`src/rtl/fpu_mul_issue.sv`:
```
// rtl/fpu_mul_issue.sv - operand issue queue in front of the double-precision fpu_mul pipeline
//
// Buffers multiply requests in a DEPTH-entry FIFO, presents one at a time to
// fpu_mul (enable and operands held until ready), and returns each product
// through a valid/ready result port in request order.
//
// Optional feature macro: FPU_MUL_ISSUE_TIMEOUT_EN (WAIT watchdog, qNaN + res_err abort).
//
// Ports:
//   clk, rst                      clock, synchronous active-low reset
//   req_valid/req_ready           request handshake
//   req_opa, req_opb, req_rmode   request operands and rounding mode
//   mul_enable, mul_opa/opb/rmode drive fpu_mul
//   mul_ready, mul_outfp          from fpu_mul
//   res_valid/res_ready           result handshake
//   res_data, res_err             product and timeout-abort flag
//   busy                          FIFO non-empty or FSM not IDLE

module fpu_mul_issue #(
    parameter int DEPTH   = 4,
    parameter int TIMEOUT = 64
) (
    input  logic        clk,
    input  logic        rst,
    input  logic        req_valid,
    output logic        req_ready,
    input  logic [63:0] req_opa,
    input  logic [63:0] req_opb,
    input  logic [1:0]  req_rmode,
    output logic        mul_enable,
    output logic [63:0] mul_opa,
    output logic [63:0] mul_opb,
    output logic [1:0]  mul_rmode,
    input  logic        mul_ready,
    input  logic [63:0] mul_outfp,
    output logic        res_valid,
    input  logic        res_ready,
    output logic [63:0] res_data,
    output logic        res_err,
    output logic        busy
);

    localparam int AW = $clog2(DEPTH);
    localparam int EW = 130;

    typedef enum logic [2:0] {
        S_IDLE,
        S_ISSUE,
        S_WAIT,
        S_HOLD,
        S_GAP
    } state_t;

    // Request FIFO; storage is not reset, pointers are, so reset discards contents.
    logic [EW-1:0] r_mem [DEPTH];
    logic [AW:0]   r_wr_ptr;
    logic [AW:0]   r_rd_ptr;
    logic          r_req_ready;

    logic          w_empty;
    logic          w_push;
    logic          w_pop;
    logic [AW:0]   w_wr_ptr_nxt;
    logic [AW:0]   w_rd_ptr_nxt;
    logic          w_full_nxt;
    logic [EW-1:0] w_head;

    state_t        r_state;
    logic          r_mul_enable;
    logic [63:0]   r_mul_opa;
    logic [63:0]   r_mul_opb;
    logic [1:0]    r_mul_rmode;
    logic          r_res_valid;
    logic [63:0]   r_res_data;

    assign w_empty      = (r_wr_ptr == r_rd_ptr);
    assign w_push       = req_valid && r_req_ready;
    assign w_pop        = (r_state == S_IDLE) && !w_empty;
    assign w_wr_ptr_nxt = r_wr_ptr + {{AW{1'b0}}, w_push};
    assign w_rd_ptr_nxt = r_rd_ptr + {{AW{1'b0}}, w_pop};
    assign w_full_nxt   = (w_wr_ptr_nxt[AW] != w_rd_ptr_nxt[AW]) &&
                          (w_wr_ptr_nxt[AW-1:0] == w_rd_ptr_nxt[AW-1:0]);
    assign w_head       = r_mem[r_rd_ptr[AW-1:0]];

    always_ff @(posedge clk) begin
        if (w_push) begin
            r_mem[r_wr_ptr[AW-1:0]] <= {req_rmode, req_opa, req_opb};
        end
    end

    always_ff @(posedge clk) begin
        if (!rst) begin
            r_wr_ptr    <= '0;
            r_rd_ptr    <= '0;
            r_req_ready <= 1'b0;
        end else begin
            r_wr_ptr    <= w_wr_ptr_nxt;
            r_rd_ptr    <= w_rd_ptr_nxt;
            r_req_ready <= !w_full_nxt;
        end
    end

`ifdef FPU_MUL_ISSUE_TIMEOUT_EN
    localparam int          CNT_W = $clog2(TIMEOUT + 2);
    localparam logic [63:0] QNAN  = 64'h7FF8_0000_0000_0000;

    logic [CNT_W-1:0] r_cnt;
    // The limit compare is registered, so the abort lands one cycle after the
    // count reaches TIMEOUT; keeps the compare off the result-capture path.
    logic             r_expired;
    logic             r_res_err;
`endif

    always_ff @(posedge clk) begin
        if (!rst) begin
            r_state      <= S_IDLE;
            r_mul_enable <= 1'b0;
            r_mul_opa    <= '0;
            r_mul_opb    <= '0;
            r_mul_rmode  <= '0;
            r_res_valid  <= 1'b0;
            r_res_data   <= '0;
`ifdef FPU_MUL_ISSUE_TIMEOUT_EN
            r_cnt        <= '0;
            r_expired    <= 1'b0;
            r_res_err    <= 1'b0;
`endif
        end else begin
            case (r_state)
                S_IDLE: begin
                    if (!w_empty) begin
                        {r_mul_rmode, r_mul_opa, r_mul_opb} <= w_head;
                        r_state <= S_ISSUE;
                    end
                end
                S_ISSUE: begin
                    r_mul_enable <= 1'b1;
`ifdef FPU_MUL_ISSUE_TIMEOUT_EN
                    r_cnt        <= '0;
                    r_expired    <= 1'b0;
`endif
                    r_state      <= S_WAIT;
                end
                S_WAIT: begin
                    // A real product always wins over a coincident watchdog abort.
                    if (mul_ready) begin
                        r_res_data   <= mul_outfp;
                        r_res_valid  <= 1'b1;
                        r_mul_enable <= 1'b0;
                        r_state      <= S_HOLD;
`ifdef FPU_MUL_ISSUE_TIMEOUT_EN
                    end else if (r_expired) begin
                        r_res_data   <= QNAN;
                        r_res_err    <= 1'b1;
                        r_res_valid  <= 1'b1;
                        r_mul_enable <= 1'b0;
                        r_state      <= S_HOLD;
                    end else begin
                        r_cnt     <= r_cnt + 1'b1;
                        r_expired <= (r_cnt == CNT_W'(TIMEOUT));
`endif
                    end
                end
                S_HOLD: begin
                    if (res_ready) begin
                        r_res_valid <= 1'b0;
`ifdef FPU_MUL_ISSUE_TIMEOUT_EN
                        r_res_err   <= 1'b0;
`endif
                        r_state     <= S_GAP;
                    end
                end
                S_GAP: begin
                    // enable stays low for this cycle so fpu_mul restarts its count.
                    r_state <= S_IDLE;
                end
                default: r_state <= S_IDLE;
            endcase
        end
    end

    assign req_ready  = r_req_ready;
    assign mul_enable = r_mul_enable;
    assign mul_opa    = r_mul_opa;
    assign mul_opb    = r_mul_opb;
    assign mul_rmode  = r_mul_rmode;
    assign res_valid  = r_res_valid;
    assign res_data   = r_res_data;
    assign busy       = !w_empty || (r_state != S_IDLE);

`ifdef FPU_MUL_ISSUE_TIMEOUT_EN
    assign res_err = r_res_err;
`else
    // Constant 0 for any legal TIMEOUT; the watchdog is absent in this build.
    assign res_err = (TIMEOUT < 0);
`endif

endmodule
```
`config.mk`:
```
export PLATFORM = sky130hd
export DESIGN_NAME = fpu_mul_issue
export DESIGN_NICKNAME = d
export VERILOG_FILES = /design/src/rtl/fpu_mul_issue.sv
export SDC_FILE = /design/constraint.sdc
export NUM_CORES = 1
export LEC_CHECK = 0
export ABC_AREA = 1
export CAP_MARGIN = 40
export CELL_PAD_IN_SITES_DETAIL_PLACEMENT = 1
export CELL_PAD_IN_SITES_GLOBAL_PLACEMENT = 1
export CORE_UTILIZATION = 47
export DETAILED_ROUTE_END_ITERATION = 10
export PLACE_DENSITY = 0.87
export SLEW_MARGIN = 20
export SYNTH_ARGS = -nofsm -noshare
export SYNTH_HDL_FRONTEND = slang
export SYNTH_SLANG_ARGS = --single-unit
```
`constraint.sdc`:
```
create_clock -name clk -period 19.1 [get_ports clk]
set_input_delay 1.91 -clock clk [delete_from_list [all_inputs] [get_ports clk]]
set_output_delay 1.91 -clock clk [all_outputs]
set_load 0.005 [all_outputs]
```
Word-level counts from Yosys, hierarchy flattened
Memory sizes are Yosys's and may differ from the RTL's. A register that Yosys moved wholly into a read port is not among the register bits.
Index checks and enable logic that the tools add are counted.
Storage, ports and cells
  memories kept: 1
  bits in writable memories: 520
  register bits: 76
  input port bits: 199
  word-level logic and storage cells: 47
  output and inout bits: 199
Memories
  r_mem: words 4, width 130, read ports 1, clocked after memory_dff 1, write ports 1, RTL line 55  | logic [EW-1:0] r_mem [DEPTH];
Operators by class
  bitwise logic cells: 1
  reductions and logical operators: 16
  eq/ne operators: 9
  mux-type cells: 11
  add/sub/neg operators: 2
Operators by type and width (count)
  3-bit one-hot mux with 4 select lines: 1
  3-bit 2-to-1 mux: 3
  3-bit by 1-bit adder with 3-bit output: 2
  3-bit by 2-bit equality test with 1-bit output (second input constant): 2
  2-bit != test (second input constant): 3
  2-bit AND reduction: 3
  3-bit AND reduction: 2
  1-bit 2-to-1 mux: 5
  1-bit one-hot mux with 2 select lines: 2
  2-bit nonzero test: 2
  3-bit by 1-bit equality test with 1-bit output (second input constant): 1
  3-bit equality test: 1
  1-bit logical AND: 3
  1-bit zero test: 3
  3-bit zero test: 1
  3-bit nonzero test: 1
  2-bit equality test: 1
  1-bit logical OR: 1
  1-bit != test: 1
  1-bit NOT: 1

Longest topological paths before layout
Gate-level depths: netlist of the first run.
  depth in word-level cells: 7
  depth in mapped cells: 15
  mapped depth without buffers: 12

Worst setup path before layout of the first run
No wires, ideal clock.
  path kind: in2reg
  from: in req_valid
  to: mem r_mem[1][0] (enable)
  data required time: 18.320 ns
  path buffers: 0
  slack: 7.534 ns
  library setup time: 0.780 ns
  arrival: 10.787 ns
  cell stages on the path: 2
  cells stage by stage: nand2_1 nor3_1
On the way
  longest elaborated chain between the ends: 3
RTL lines
  start: declaration: RTL line 25  | input logic req_valid,
  1-bit logical AND: RTL line 77  | assign w_push = req_valid && r_req_ready;
  1-bit 2-to-1 mux: RTL line 86  | if (w_push) begin
  1-bit 2-to-1 mux (implied by the code): RTL line 87  | r_mem[r_wr_ptr[AW-1:0]] <= {req_rmode, req_opa, req_opb};
  end: declaration: RTL line 55
Every way passes these cells.

Final worst setup path of the first run
  from: reg r_rd_ptr[1]
  to: out busy
On the way
  longest elaborated chain between the ends: 3
RTL lines
  start: declaration: RTL line 57  | logic [AW:0] r_rd_ptr;
  start signal: assignment: RTL line 98  | r_rd_ptr <= w_rd_ptr_nxt;
  3-bit equality test: RTL line 76  | assign w_empty = (r_wr_ptr == r_rd_ptr);
  1-bit zero test: RTL line 189  | assign busy = !w_empty || (r_state != S_IDLE);
  1-bit logical OR: RTL line 189
  end: declaration: RTL line 40  | output logic busy
Every way passes these cells.

==> reports/qor.yml, run 1 <==
timing:
  finalSetupTns_ns: 0
  clock_skew_ns: 0.0145
  finalHoldViolations: 0
  finalSetupViolations: 0
  hold_slack_ns: 0.448
  period_share: 0.257
  slew_violations: 0
  relSlewSlack: 0.387
  fmax_mhz: 204
  worst_pin_slew_ns: 0.920
  fin_crit_ns: 4.91
  rsz0062_at_grt: "false"
setup_path:
  worst_path_most_repeated_cell: "nand2_1"
  arrival_ns: 3.00
  crit_family: "buffers and inverters"
  path_cells: "inv_4, nand2_1, nand2_1, nor2_1, nand3_1, clkdlybuf4s50_1"
  r2r_start: "r_rd_ptr[0]$_SDFF_PN0_"
  cpPeakStageDelay_ns: 0.76
  crit_path_end_kind: "output port"
  reg2reg_depth: 11
  ff2ff_setup_slack_ns: 15.16
  cp_slowest_cell: "dfxtp_4"
  critical_path_class: "reg -> out"
  cp_max_fo: 56
  crit_cells: 6
  endpoint: "busy"
  rr_endpoint: "mul_opb[12]$_SDFFE_PN0P_"
  crit_required_ns: 17.19
  crit_path_start_kind: "flop"
  crit_buf_inv: 2
  startpoint: "r_rd_ptr[1]$_SDFF_PN0_"
synth:
  ys_async_sr_fraction: 0
  syn_area_sq_um: 26700
  synth_area_leader_cell: "edfxtp_1"
  synth_cell_types: 31
  synth_ff_type: "edfxtp_1"
  ys_ff_latch: 726
  syn_inst: 2176
  seq_area_frac_synth: 0.741
  netlist_top_cells_count: "520 x edfxtp_1, 435 x nor2_1, 414 x o21ai_0"
  synth_top_area_frac: 0.586
  synth_warnings: 0
  syn_nets: 2379
  synth_area_leaders: "edfxtp_1 59%, dfxtp_1 15%, o21ai_0 7.8%"
  yosysMostFrequentCell: "edfxtp_1"
  synth.avg_cell_area_sq_um: 12.2
  synth_edf_count: 520
detailed_routing:
  via_per_inst: 5.62
  wl_per_cell_um: 24.2
  wirelength_um: 80900
  first_pass_iters: 7
  vias: 18786
  postRouteAntennaNets: 0
  drt_iter0_markers: 1220
  detail_route.drc_violations: 0
clock_network:
  cts_tree: "done"
  numCtsBuffers: 75
  clock-sinks: 726
  cts_hold_buf: 0
  clkTransAtPathRegs_ns: 0.06
  cts_setup_buffers: 0
  cts_resized: 0
  clock-root-buffer: "clkbuf_16"
  clkLatencyLatePin_ns: 0.60
  clock_path_buffers: 3
  htreeDepth: 3
power:
  power.leakage_nw: 11.4
  powerDensity_nw_per_um2: 142
  peakVddDrop_v: 0.0000914
  total_power_w: 0.00481
finish:
  final_nets: 2729
  seq_area_sq_um: 19700
  area_growth_pct: 26.7
  stdcell_count: 3344
  fillers: 5535
  multiInputGateArea_sq_um: 5920
  drive_gt1_frac: 0.0928
global_route:
  grt_usage: 0.274
  grt_pass1_vias: 19964
  grt_start_max_net_pins: 149
  antenna_found_initial: 21
  grt_pass1_wl_um: 118000
  grt_remaining_overflow: 0
place:
  place_congestion: 0.745
  dp_cells: 3197
  place_hpwl_um: 48500
  port_buffers: 396
job:
  cap_violations: 0
die:
  dieArea_sq_um: 57700
  rows: 86
  core_area_sq_um: 55500
  die_h_um: 240
  io_pins: 398
  dieWidth_um: 240
  start_util: 0.480
min_path:
  min_path_type: "reg -> reg"
run_status:
  status: "completed"
-- worst min path at each step --
stage,start,end,slack (ns),cells after the start
floorplan,res_data[10]$_SDFFE_PN0P_,res_data[10]$_SDFFE_PN0P_,0.44,2
global placement,res_data[2]$_SDFFE_PN0P_,res_data[2]$_SDFFE_PN0P_,0.43,2
detailed placement,res_data[62]$_SDFFE_PN0P_,res_data[62]$_SDFFE_PN0P_,0.44,2
CTS,res_data[27]$_SDFFE_PN0P_,res_data[27]$_SDFFE_PN0P_,0.45,2
global route,res_data[27]$_SDFFE_PN0P_,res_data[27]$_SDFFE_PN0P_,0.46,2
finish,res_data[9]$_SDFFE_PN0P_,res_data[9]$_SDFFE_PN0P_,0.45,2
-- tightest hold or removal path: cells and delay by family (launching register included) --
| kind | cells | cell delay (ns) |
|---|---|---|
| buffers and inverters | 1 | 0.04 |
| AO/OA/AOI/OAI | 1 | 0.05 |
| flip-flops | 1 | 0.31 |
-- report_power, final --
part           leakage [nW]  internal (W)  switching (W)  total (W)
combinational          3.80      0.000572       0.000760    0.00133
clock                  1.19      0.000842       0.000601    0.00144
sequential             6.41       0.00188       0.000153    0.00203
total                  11.4       0.00329        0.00151    0.00481
-- flip-flops by register name (all words and copies together), names as in the netlist, 2 cells and up --
signal     cells
r_state        3
r_wr_ptr       3
r_rd_ptr       3
res_data      64
mul_opb       64
mul_opa       64
r_mem        520
mul_rmode      2
-- cells by family after synthesis --
kind of cell             count (synthesis)  share of synthesized area
AO/OA/AOI/OAI                          653                      0.129
other                                    1                   0.000141
buffers and inverters                  228                     0.0386
adder cells (fa/ha/maj)                  4                    0.00188
flip-flops                             726                      0.741
AND/OR/NAND/NOR                        559                     0.0883
XOR/XNOR                                 5                    0.00164
-- through the flow --
step	utilization	area [sq um]	setup slack [ns]
finish	0.608	33800	14.19
global route	0.608	33800	14.03
CTS	0.608	33700	14.15
detailed placement	0.564	31300	14.31
global placement	0.559	31000	14.04
floorplan	-	26700	7.53
-- per-layer routing --
metal	global-route usage	share of wire	vias to the layer above
met5	0	0.0017	-
met4	0.129	0.038	22
met3	0.0594	0.060	186
met2	0.498	0.52	602
met1	0.304	0.38	9534
li1	-	-	8442
-- final cells by class --
class	instances	share of cell area
inverters	78	0.00911
clock buffers	111	0.0654
flip-flops and latches	726	0.585
well taps	748	0.0277
clock inverters	26	0.00611
repair buffers	423	0.131
multi-input cells	1222	0.175
diodes	10	0.000741
-- placed cells by master, fill, tap and decap left out, drive strengths merged, types with 2 or more instances in the layout --
| cell | synthesis | final |
|---|---|---|
| buf | 41 | 28 |
| bufinv | 0 | 3 |
| edfxtp | 520 | 520 |
| clkinv | 0 | 21 |
| nand3 | 3 | 3 |
| diode | 0 | 10 |
| xnor2 | 5 | 5 |
| inv | 78 | 79 |
| clkbuf | 109 | 111 |
| a21oi | 68 | 68 |
| nor3 | 5 | 5 |
| clkdlybuf4s50 | 0 | 395 |
| nor2 | 525 | 525 |
| o22ai | 130 | 130 |
| dfxtp | 206 | 206 |
| nand4 | 2 | 2 |
| nand3b | 2 | 2 |
| nand2 | 20 | 20 |
| ha | 4 | 4 |
| o21ai | 454 | 454 |
Power figures use the tool's default switching activity.
==> inputs of run 2 (changes only) <==
Settings changed: CORE_UTILIZATION 47 to 43, PLACE_DENSITY 0.87 to 0.81.
Clock period 19.1 ns to 4.9 ns, I/O delays scaled along.
==> reports/qor.yml, run 2 (synthesis results as in run 1) <==
power:
  peakVddDrop_v: 0.000377  # +310%
  p_int_w: 0.0128  # +290%
  switching_share: 0.310  # -0.00505
  p_sw_w: 0.00577  # +280%
  powerDensity_nw_per_um2: 549  # +290%
  power_frac_comb: 0.275  # -0.002
  total_power_w: 0.0186  # +290%
  pwr-share-clk: 0.303  # +0.003
  power.leakage_nw: 11.5  # +0.42%
  seqPwrFrac: 0.423  # about the same
setup_path:
  path_cells: "inv_4, nand2_1, nand2_1, nor2_1, nand3_1, clkdlybuf4s50_1"
  arrival_ns: 2.59  # -0.41 ns
  cpPeakStageDelay_ns: 0.65  # -0.11 ns
  rr_endpoint: "mul_opb[20]$_SDFFE_PN0P_"
  critical_path_class: "reg -> out"
  cp_max_fo: 65  # +16%
  crit_path_end_kind: "output port"
  cp_slowest_cell: "clkdlybuf4s50_1"
  crit_path_start_kind: "flop"
  ff2ff_setup_slack_ns: 1.83  # -13.33 ns
  reg2reg_depth: 10  # -1
  worst_path_most_repeated_cell: "nand2_1"
  r2r_start: "r_rd_ptr[0]$_SDFF_PN0_"
  crit_required_ns: 4.41  # -12.78 ns
detailed_routing:
  postRouteAntennaNets: 0  # unchanged
  wl_per_cell_um: 22.5  # -7.0%
  detail_route.drc_violations: 0  # unchanged
  wirelength_um: 76200  # -5.9%
  vias: 18369  # -2.2%
  drt_iter0_markers: 1036  # -15%
  first_pass_iters: 4  # -3
  via_per_inst: 5.43  # -3.4%
finish:
  mostFrequentLayoutCell: "edfxtp_1"
  area_growth_pct: 27.1
  final_area_sq_um: 33900  # +0.35%
  final_nets: 2735  # +0.22%
  fillers: 6082  # +9.9%
  drive_gt1_frac: 0.0975  # +0.00469
  final_cell_mix: "520 x edfxtp_1, 435 x nor2_1, 414 x o21ai_0"
  largest_register_ffs: 520  # unchanged
global_route:
  grt_pass1_wl_um: 115000  # -2.6%
  antenna_found_initial: 17  # -19%
  grt_remaining_overflow: 0  # unchanged
  grt_usage: 0.239  # -0.0351
  grt_pass1_vias: 19881  # -0.42%
  grt_start_max_net_pins: 238  # +60%
timing:
  worst_pin_slew_ns: 1.51  # +0.595 ns
  rsz0062_at_grt: "false"
  fin_crit_ns: 3.08
  relSlewSlack: -0.00998  # -0.397
  finalSetupViolations: 0  # unchanged
  worst_slack_ns: 1.82  # -12.38 ns
  hold_slack_ns: 0.236  # -0.212 ns
  slew_violations: 39  # +39
  period_share: 0.630
  finalSetupTns_ns: 0  # unchanged
  fmax_mhz: 324
  clock_skew_ns: 0.0188  # +0.00435 ns
  finalHoldViolations: 0  # unchanged
die:
  rows: 90  # +4.7%
  dieArea_sq_um: 63000  # +9.2%
  core_area_sq_um: 60800  # +9.5%
  die_h_um: 251  # +4.5%
  dieWidth_um: 251  # +4.5%
  start_util: 0.438  # -0.0417
  io_pins: 398  # unchanged
place:
  place_hpwl_um: 44300  # -8.6%
  port_buffers: 396  # unchanged
  place_congestion: 0.777  # +4.3%
  dp_slack_ns: 1.93  # -12.39 ns
  place_area_sq_um: 31300  # about the same
clock_network:
  clock_path_buffers: 3  # unchanged
  cts_resized: 0  # unchanged
  cts_tree: "done"
  clock-sinks: 726  # unchanged
  numCtsBuffers: 75  # unchanged
  htreeDepth: 3  # unchanged
  clock-root-buffer: "clkbuf_16"
  clkTransAtPathRegs_ns: 0.06  # about the same
  cts_hold_buf: 0  # unchanged
  clkLatencyLatePin_ns: 0.62  # +0.02 ns
  cts_setup_buffers: 0  # unchanged
job:
  cap_violations: 0  # unchanged
min_path:
  min_path_type: "in -> reg"
  hold_depth: 3  # +1
  min_to: "res_data[29]$_SDFFE_PN0P_"
  hp-start: "rst"
run_status:
  violations: "max-slew violations"
  status: "finished with violations"
run 2: worst max-delay path by stage:
stage	startpoint	endpoint	slack [ns]	depth (start not counted)
floorplan	req_valid	r_mem[3][0]$_DFFE_PP_	-1.31	2
finish	r_rd_ptr[1]$_SDFF_PN0_	busy	1.82	6
detailed placement	r_rd_ptr[0]$_SDFF_PN0_	mul_opb[10]$_SDFFE_PN0P_	1.93	10
global placement	r_rd_ptr[1]$_SDFF_PN0_	mul_opb[62]$_SDFFE_PN0P_	1.71	10
global route	r_rd_ptr[0]$_SDFF_PN0_	mul_opb[20]$_SDFFE_PN0P_	1.65	10
CTS	r_rd_ptr[1]$_SDFF_PN0_	busy	1.67	6
run 2: stage by stage:
stage / util / cells
after floorplan: - / 2176
after global placement: 0.514 / 3230
after detailed placement: 0.515 / 3234
after CTS: 0.556 / 3374
after global routing: 0.557 / 3383
final: 0.557 / 3385
run 2: power groups by stage:
stage | Sequential, W | Clock (W) | Combinational (W)
final | 0.00787 | 0.00564 | 0.00511
after global routing | 0.00794 | 0.00596 | 0.00558
after CTS | 0.00788 | 0.00575 | 0.00514
after detailed placement | 0.00799 | 0 | 0.00508
after global placement | 0.00795 | 0 | 0.00481
after floorplan | 0.00790 | 0 | 0.00271
run 2: layout make-up:
class                      count  area, sq um  share of cell area
multi-input combinational   1222         5950               0.176
sequential                   726        19700               0.583
timing repair buffer         429         4420               0.130
inverter                      78          308             0.00908
clock inverter                22          170             0.00502
tap                          782          978              0.0289
antenna                        8         20.0            0.000591
clock buffer                 118         2300              0.0678
run 2: routing by layer:
metal	vias up	wire (um)	GRT usage
met3	142	4300	0.0498
met1	9222	30200	0.275
met4	18	2220	0.0932
met2	537	39400	0.433
li1	8450	-	-
met5	-	122	0
run 2: critical path: cells and delay by family (launching register included):
kind                   cells  cell delay (ns)
buffers and inverters      2             1.21
DFF                        1             0.35
and+or+nand+nor            4             0.42
